`config.mk`:
```
export PLATFORM = sky130hd
export DESIGN_NAME = iommu_reg_to_axi
export DESIGN_NICKNAME = d
export VERILOG_FILES = /design/src/rtl/iommu_bridge_pkg.sv /design/src/rtl/iommu_reg2axi_wdog.sv /design/src/rtl/iommu_reg_to_axi.sv
export SDC_FILE = /design/constraint.sdc
export NUM_CORES = 1
export LEC_CHECK = 0
export ABC_AREA = 1
export ABC_CLOCK_PERIOD_IN_PS = 1840
export BUFFER_PORTS_ARGS = -buffer_cell sky130_fd_sc_hd__buf_2
export CAP_MARGIN = 10
export CORE_AREA = 2 2 131 133
export DETAILED_ROUTE_END_ITERATION = 16
export DIE_AREA = 0 0 133 135
export PLACE_DENSITY = 0.61
export REMOVE_ABC_BUFFERS = 1
export SYNTH_ARGS = -nofsm -noshare
export SYNTH_HDL_FRONTEND = slang
export SYNTH_SLANG_ARGS = --single-unit
export TNS_END_PERCENT = 10
```
`constraint.sdc`:
```
create_clock -name clk_i -period 1.84 [get_ports clk_i]
set_clock_uncertainty 0.2 [all_clocks]
set_input_delay 0.184 -clock clk_i [delete_from_list [all_inputs] [get_ports clk_i]]
set_output_delay 0.184 -clock clk_i [all_outputs]
set_load 0.01 [all_outputs]
```
`src/rtl/iommu_bridge_pkg.sv`:
```
// Shared types for the IOMMU regbus/AXI bridges: FSM states, AXI constants, default struct types.
// Latency: none (declarations only).
// Backpressure: none (declarations only).
package iommu_bridge_pkg;

    typedef enum logic [2:0] {
        IDLE,
        WR_REQ,
        WR_RSP,
        RD_REQ,
        RD_RSP,
        DRAIN
    } state_e;

    localparam logic [1:0] AXI_BURST_INCR = 2'b01;

    function automatic logic [2:0] axi_size(input int unsigned data_width);
        return 3'($clog2(data_width / 8));
    endfunction

    // Default struct layout; integrators normally pass their own fabric types.
    localparam int unsigned DEF_ADDR_WIDTH = 32;
    localparam int unsigned DEF_DATA_WIDTH = 32;
    localparam int unsigned DEF_ID_WIDTH   = 4;
    localparam int unsigned DEF_USER_WIDTH = 1;

    typedef struct packed {
        logic [DEF_ID_WIDTH-1:0]   id;
        logic [DEF_ADDR_WIDTH-1:0] addr;
        logic [7:0]                len;
        logic [2:0]                size;
        logic [1:0]                burst;
        logic                      lock;
        logic [3:0]                cache;
        logic [2:0]                prot;
        logic [3:0]                qos;
        logic [3:0]                region;
        logic [5:0]                atop;
        logic [DEF_USER_WIDTH-1:0] user;
    } def_axi_aw_t;

    typedef struct packed {
        logic [DEF_ID_WIDTH-1:0]   id;
        logic [DEF_ADDR_WIDTH-1:0] addr;
        logic [7:0]                len;
        logic [2:0]                size;
        logic [1:0]                burst;
        logic                      lock;
        logic [3:0]                cache;
        logic [2:0]                prot;
        logic [3:0]                qos;
        logic [3:0]                region;
        logic [DEF_USER_WIDTH-1:0] user;
    } def_axi_ar_t;

    typedef struct packed {
        logic [DEF_DATA_WIDTH-1:0]   data;
        logic [DEF_DATA_WIDTH/8-1:0] strb;
        logic                        last;
        logic [DEF_USER_WIDTH-1:0]   user;
    } def_axi_w_t;

    typedef struct packed {
        logic [DEF_ID_WIDTH-1:0]   id;
        logic [1:0]                resp;
        logic [DEF_USER_WIDTH-1:0] user;
    } def_axi_b_t;

    typedef struct packed {
        logic [DEF_ID_WIDTH-1:0]   id;
        logic [DEF_DATA_WIDTH-1:0] data;
        logic [1:0]                resp;
        logic                      last;
        logic [DEF_USER_WIDTH-1:0] user;
    } def_axi_r_t;

    typedef struct packed {
        def_axi_aw_t aw;
        logic        aw_valid;
        def_axi_w_t  w;
        logic        w_valid;
        logic        b_ready;
        def_axi_ar_t ar;
        logic        ar_valid;
        logic        r_ready;
    } def_axi_req_t;

    typedef struct packed {
        logic       aw_ready;
        logic       ar_ready;
        logic       w_ready;
        logic       b_valid;
        def_axi_b_t b;
        logic       r_valid;
        def_axi_r_t r;
    } def_axi_rsp_t;

    typedef struct packed {
        logic [DEF_ADDR_WIDTH-1:0]   addr;
        logic                        write;
        logic [DEF_DATA_WIDTH-1:0]   wdata;
        logic [DEF_DATA_WIDTH/8-1:0] wstrb;
        logic                        valid;
    } def_reg_req_t;

    typedef struct packed {
        logic [DEF_DATA_WIDTH-1:0] rdata;
        logic                      error;
        logic                      ready;
    } def_reg_rsp_t;

endpackage

```
`src/rtl/iommu_reg2axi_wdog.sv`:
```
// Response watchdog: counts cycles while cnt_en_i, flags expiry on the LIMIT-th cycle, clr_i rearms.
// Latency: expired_o is combinational on the LIMIT-th counted cycle.
// Backpressure: none; the counter freezes once expired until cleared.
module iommu_reg2axi_wdog #(
    parameter int unsigned LIMIT = 1024
) (
    input  logic clk_i,
    input  logic rst_ni,
    input  logic clr_i,
    input  logic cnt_en_i,
    output logic expired_o
);
    localparam int unsigned CW = $clog2(LIMIT + 1);

    logic [CW-1:0] cnt_q;

    assign expired_o = cnt_en_i && (cnt_q == CW'(LIMIT - 1));

    always_ff @(posedge clk_i or negedge rst_ni) begin
        if (!rst_ni) begin
            cnt_q <= '0;
        end else if (clr_i) begin
            cnt_q <= '0;
        end else if (cnt_en_i && !expired_o) begin
            cnt_q <= cnt_q + CW'(1);
        end
    end

endmodule

```
`src/rtl/iommu_reg_to_axi.sv`:
```
// Regbus-to-AXI4 bridge, one single-beat transaction outstanding; IOMMU_REG2AXI_TIMEOUT_EN adds a response watchdog.
// Latency: ready 2 cycles after valid with a zero-wait slave (capture, request, response).
// Backpressure: AW/W/AR held until their handshakes, regbus held until the B/R response.
module iommu_reg_to_axi
    import iommu_bridge_pkg::*;
#(
    parameter int unsigned ADDR_WIDTH     = DEF_ADDR_WIDTH,
    parameter int unsigned DATA_WIDTH     = DEF_DATA_WIDTH,
    parameter int unsigned ID_WIDTH       = DEF_ID_WIDTH,
    parameter int unsigned USER_WIDTH     = DEF_USER_WIDTH,
    parameter logic [ID_WIDTH-1:0] AXI_ID = '0,
    parameter int unsigned TIMEOUT_CYCLES = 1024,
    parameter type axi_req_t = def_axi_req_t,
    parameter type axi_rsp_t = def_axi_rsp_t,
    parameter type reg_req_t = def_reg_req_t,
    parameter type reg_rsp_t = def_reg_rsp_t
) (
    input  logic     clk_i,
    input  logic     rst_ni,
    input  reg_req_t reg_req_i,
    output reg_rsp_t reg_rsp_o,
    output axi_req_t axi_req_o,
    input  axi_rsp_t axi_rsp_i
);
    state_e                  state_q, state_d;
    logic [ADDR_WIDTH-1:0]   addr_q;
    logic [DATA_WIDTH-1:0]   wdata_q;
    logic [DATA_WIDTH/8-1:0] wstrb_q;
    logic                    aw_done_q, w_done_q;
    logic                    aw_hs, w_hs, timeout;

    assign aw_hs = (state_q == WR_REQ) && !aw_done_q && axi_rsp_i.aw_ready;
    assign w_hs  = (state_q == WR_REQ) && !w_done_q  && axi_rsp_i.w_ready;

`ifdef IOMMU_REG2AXI_TIMEOUT_EN
    iommu_reg2axi_wdog #(
        .LIMIT (TIMEOUT_CYCLES)
    ) u_wdog (
        .clk_i     (clk_i),
        .rst_ni    (rst_ni),
        .clr_i     ((state_q == WR_REQ) || (state_q == RD_REQ)),
        .cnt_en_i  ((state_q == WR_RSP) || (state_q == RD_RSP)),
        .expired_o (timeout)
    );
`else
    assign timeout = 1'b0;
`endif

    always_ff @(posedge clk_i or negedge rst_ni) begin
        if (!rst_ni) begin
            state_q   <= IDLE;
            addr_q    <= '0;
            wdata_q   <= '0;
            wstrb_q   <= '0;
            aw_done_q <= 1'b0;
            w_done_q  <= 1'b0;
        end else begin
            state_q <= state_d;
            if (state_q == IDLE && reg_req_i.valid) begin
                addr_q  <= reg_req_i.addr;
                wdata_q <= reg_req_i.wdata;
                wstrb_q <= reg_req_i.wstrb;
            end
            // Sticky per-channel flags so a W accepted early is never re-sent while AW waits.
            if (state_q == WR_REQ) begin
                aw_done_q <= aw_done_q | aw_hs;
                w_done_q  <= w_done_q | w_hs;
            end else begin
                aw_done_q <= 1'b0;
                w_done_q  <= 1'b0;
            end
        end
    end

    always_comb begin
        state_d   = state_q;
        axi_req_o = '0;
        reg_rsp_o = '0;

        axi_req_o.aw.id    = AXI_ID;
        axi_req_o.aw.addr  = addr_q;
        axi_req_o.aw.size  = axi_size(DATA_WIDTH);
        axi_req_o.aw.burst = AXI_BURST_INCR;
        axi_req_o.aw.user  = USER_WIDTH'(0);
        axi_req_o.ar.id    = AXI_ID;
        axi_req_o.ar.addr  = addr_q;
        axi_req_o.ar.size  = axi_size(DATA_WIDTH);
        axi_req_o.ar.burst = AXI_BURST_INCR;
        axi_req_o.ar.user  = USER_WIDTH'(0);
        axi_req_o.w.data   = wdata_q;
        axi_req_o.w.strb   = wstrb_q;
        axi_req_o.w.last   = 1'b1;

        case (state_q)
            IDLE: begin
                if (reg_req_i.valid) begin
                    state_d = reg_req_i.write ? WR_REQ : RD_REQ;
                end
            end
            WR_REQ: begin
                axi_req_o.aw_valid = !aw_done_q;
                axi_req_o.w_valid  = !w_done_q;
                if ((aw_done_q || aw_hs) && (w_done_q || w_hs)) begin
                    state_d = WR_RSP;
                end
            end
            WR_RSP: begin
                axi_req_o.b_ready = 1'b1;
                if (axi_rsp_i.b_valid) begin
                    reg_rsp_o.ready = 1'b1;
                    reg_rsp_o.error = axi_rsp_i.b.resp[1];
                    state_d         = IDLE;
                end else if (timeout) begin
                    reg_rsp_o.ready = 1'b1;
                    reg_rsp_o.error = 1'b1;
                    state_d         = DRAIN;
                end
            end
            RD_REQ: begin
                axi_req_o.ar_valid = 1'b1;
                if (axi_rsp_i.ar_ready) begin
                    state_d = RD_RSP;
                end
            end
            RD_RSP: begin
                axi_req_o.r_ready = 1'b1;
                if (axi_rsp_i.r_valid) begin
                    reg_rsp_o.ready = 1'b1;
                    reg_rsp_o.rdata = axi_rsp_i.r.data;
                    reg_rsp_o.error = axi_rsp_i.r.resp[1];
                    state_d         = IDLE;
                end else if (timeout) begin
                    reg_rsp_o.ready = 1'b1;
                    reg_rsp_o.error = 1'b1;
                    state_d         = DRAIN;
                end
            end
`ifdef IOMMU_REG2AXI_TIMEOUT_EN
            DRAIN: begin
                // The requester was already answered; swallow the late response.
                axi_req_o.b_ready = 1'b1;
                axi_req_o.r_ready = 1'b1;
                if (axi_rsp_i.b_valid || axi_rsp_i.r_valid) begin
                    state_d = IDLE;
                end
            end
`endif
            default: state_d = IDLE;
        endcase
    end

endmodule

```
==> metrics.md <==
| Metric | Value |
|---|---|
| Mux contribution to synthesized area | 0.202 |
| Switching Share | 0.371 |
| Startpoint Class | flip-flop |
| Num CTS Buffers | 9 |
| Placed cell areas | ~5000 µm² |
| WL met1 | roughly 4300 µm |
| Routability cong. | 0.870 |
| Placement Setup Slack | around 0.15 ns |
| Asr flop ratio synth | 1.00 |
| Routed wl met3 | between 1000 and 1500 µm |
| CP arrival | 1.56 ns |
| Fmax | between 0.5 and 0.6 GHz |
| Avg Cell Area, Syn | ~11 µm² |
| Drt drc | 0 |
| Status | finished with violations |
| Largest family of logic cells by synthesized area | buffers and inverters |
| CTS tree | yes |
| PD cells | about 1400 nW/µm² |
| Slew Limit Fails | 0 |
| Total Nets Final | 800 |
| Post-Route WL | 11900 µm |
| Reg2reg start | state_q[1] |
| Yosys warnings | 0 |
| CTS root buf | clkbuf_16 |
| Critical path class | flip-flop to primary output |
| H-tree Lvls | 3 |
| Pin count of the biggest net entering global routing | 44 |
| Total die area | 18000 µm² |
| Power consumption | a little under 9000 µW |
| DR WL met2 | between 5000 and 6000 µm |
| CORE AREA | 16400 µm² |
| Core Util, Final | 0.375 |
| ANT cells | 0 |
| CP Launch Point | state_q[1] |
| Setup slack, reg-to-reg | roughly 0.13 ns |
| Clock transition at the registers of the reported paths | 0.06 ns |
| Die span in y | 135 µm |
| Initial core utilization | 0.242 |
| Hold slack | 0.0649 ns |
| Reg2reg path depth | 5 |
| Synth top area cells | dfrtp_1 (46%), buf_4 (21%), mux2_2 (17%) |
| Flop pwr share | 0.333 |
| Post-synthesis instance total | about 380 |
| EDFF count, synth | 0 |
| Num rows | 47 |
| Layout cells sized above 1 | 0.545 |
| Leakage | between 0.003 and 0.004 µW |
| First-pass GRT wire length | around 18000 µm |
| Share of the synthesized area in the top cell type | 0.461 |
| Vias in the first global route | ~3300 |
| # Max-Cap Violations | 0 |
| Tot GR Track Use | 0.129 |
| Crit path capture type | primary output |
| DRT iter0 DRCs | 47 |
| Compound-cell area share of the yosys netlist | 0.00505 |
| Fin worst setup slack | -0.0995 ns |
| Finished Cell Area | approximately 6200 µm² |
| P_sw | 3270 µW |
| Clk sink count | 73 |
| Top layer in use | met4 |
| Worst Hold Class | input port to flip-flop |
| Antenna violations before repair | 0 |
| Unrepaired setup endpoints after global routing | yes |
| Worst-skew pair later-pin latency | around 0.33 ns |
| Crit path time final | slightly below 2 ns |
| Failing checks | setup timing |
| Flops & latches, synth | 73 |
| Most frequent cells in the layout | buf_2 (241), conb_1 (76), dlygate4sd3_1 (74), dfrtp_1 (73), mux2_2 (59) |
| Longest Clk Path Bufs | 2 |
| Final setup violation count | 31 |
| Part of the power in combinational logic | 0.486 |
| Synth cell types | 18 |
| Post-Syn Area | 3970 µm² |
| CP Data Required Time | between 1 and 1.5 ns |
| Total grt overflow | 0 |
| Sequential-to-total area share from yosys stat | 0.461 |
| IO buf count | around 250 |
| Hpwl dp | between 8000 and 9000 µm |
| ANT nets after route | 0 |
| Post-synth top flop | dfrtp_1 |
| Xor/xnor share of the synthesized area | 0 |
| Vias | 3396 |
| TritonRoute pass-1 iters | 4 |
| Area leader, netlist | dfrtp_1 |
| Vias per cell | approximately 3.8 |
| Post-Synth Adder-Cell Area | 0 |
| Worst Path Max Fanout | 33 |
| FF-to-FF End | wdata_q[22] |
| Synth Area in Simple Gates | 0.0691 |
| Period utilization | 1.05 |
| Worst Setup EP | reg_rsp_o[23] |
| Final Hold Vio Count | 0 |
| Die width | 133 µm |
| Area growth syn-to-layout | 55.2% |
| WL/cell | approximately 13 µm |
| I/O pin cnt | roughly 340 |
| Clock power share | 0.181 |
| Peak supply drop | 0.751 mV |
| Internal power | about 5600 µW |
| Most common cell after layout, fill and taps aside | buf_2 |
worst max-delay path: stages, from the launching register on:
cell and delay [ns]:
dfrtp_1 0.39, nor3_2 0.21, nand2_1 0.11, buf_12 0.19, nor2_1 0.16, buf_2 0.16
repair_timing:
item / in CTS / in global routing
buffers inserted: 1 / 0
hold endpoints to repair: 146 / 0
setup endpoints to repair: 36 / 36
pin swaps: 3 / 2
hold buffers: 74 / 0
gates resized for setup: 30 / 5
registers in the layout, indices dropped and copies added (netlist names):
name,count
aw_done_q,1
wdata_q,32
w_done_q,1
addr_q,32
state_q,3
wstrb_q,4
through the flow:
step                setup TNS [ns]  instances
floorplan                   -48.67        330
global placement                 0        810
detailed placement               0        810
CTS                          -2.49        901
global route                 -4.06        901
finish                       -1.50        901
Yosys cell counts (2+ instances only):
cell type and n:
clkbuf_1 3, buf_2 5, buf_4 110, mux2_4 9, dfrtp_1 73, nand2_1 13
conb_1 2, a21oi_1 3, mux2_2 59, nand3_1 9, inv_1 44, nor2_1 39
layout make-up:
type,instances,area (µm²)
fillers,1624,10300
flip-flops and latches,73,1830
well taps,220,275
multi-input cells,213,1460
clock inverters,5,31.3
clock buffers,11,243
repair buffers,335,2150
inverters,44,165
power by group through the flow:
| stage | clock network, µW | logic (µW) | registers, µW |
|---|---|---|---|
| final | 1600 | 4300 | 2940 |
| after global placement | 0 | 4050 | 2920 |
| after detailed placement | 0 | 4080 | 2920 |
| after global routing | 1710 | 4640 | 3050 |
| after floorplan | 0 | 1640 | 3500 |
| after CTS | 1660 | 4270 | 2920 |
routing by layer:
| metal | GRT usage | up-vias |
|---|---|---|
| met5 | 0 | - |
| met4 | 0.0687 | 0 |
| met3 | 0.0480 | 22 |
| met2 | 0.219 | 230 |
| met1 | 0.140 | 1559 |
| li1 | - | 1585 |
worst min path at each step:
stage	end	start	cells after the start	slack, ns
final	state_q[1]	axi_rsp_i[48]	6	0.06
after global routing	state_q[1]	axi_rsp_i[48]	6	0.09
after CTS	state_q[1]	axi_rsp_i[48]	6	0.04
after detailed placement	wdata_q[20]	rst_ni	1	-0.06
after global placement	wdata_q[20]	rst_ni	1	-0.06
after floorplan	addr_q[0]	rst_ni	0	-0.31
cells by family after synthesis:
logic type	count (synthesis)
buf+inv	163
flops	73
mux	68
simple gates	65
compound gates	4
other cells	2
Note: power is estimated with default switching activity, not from simulation.
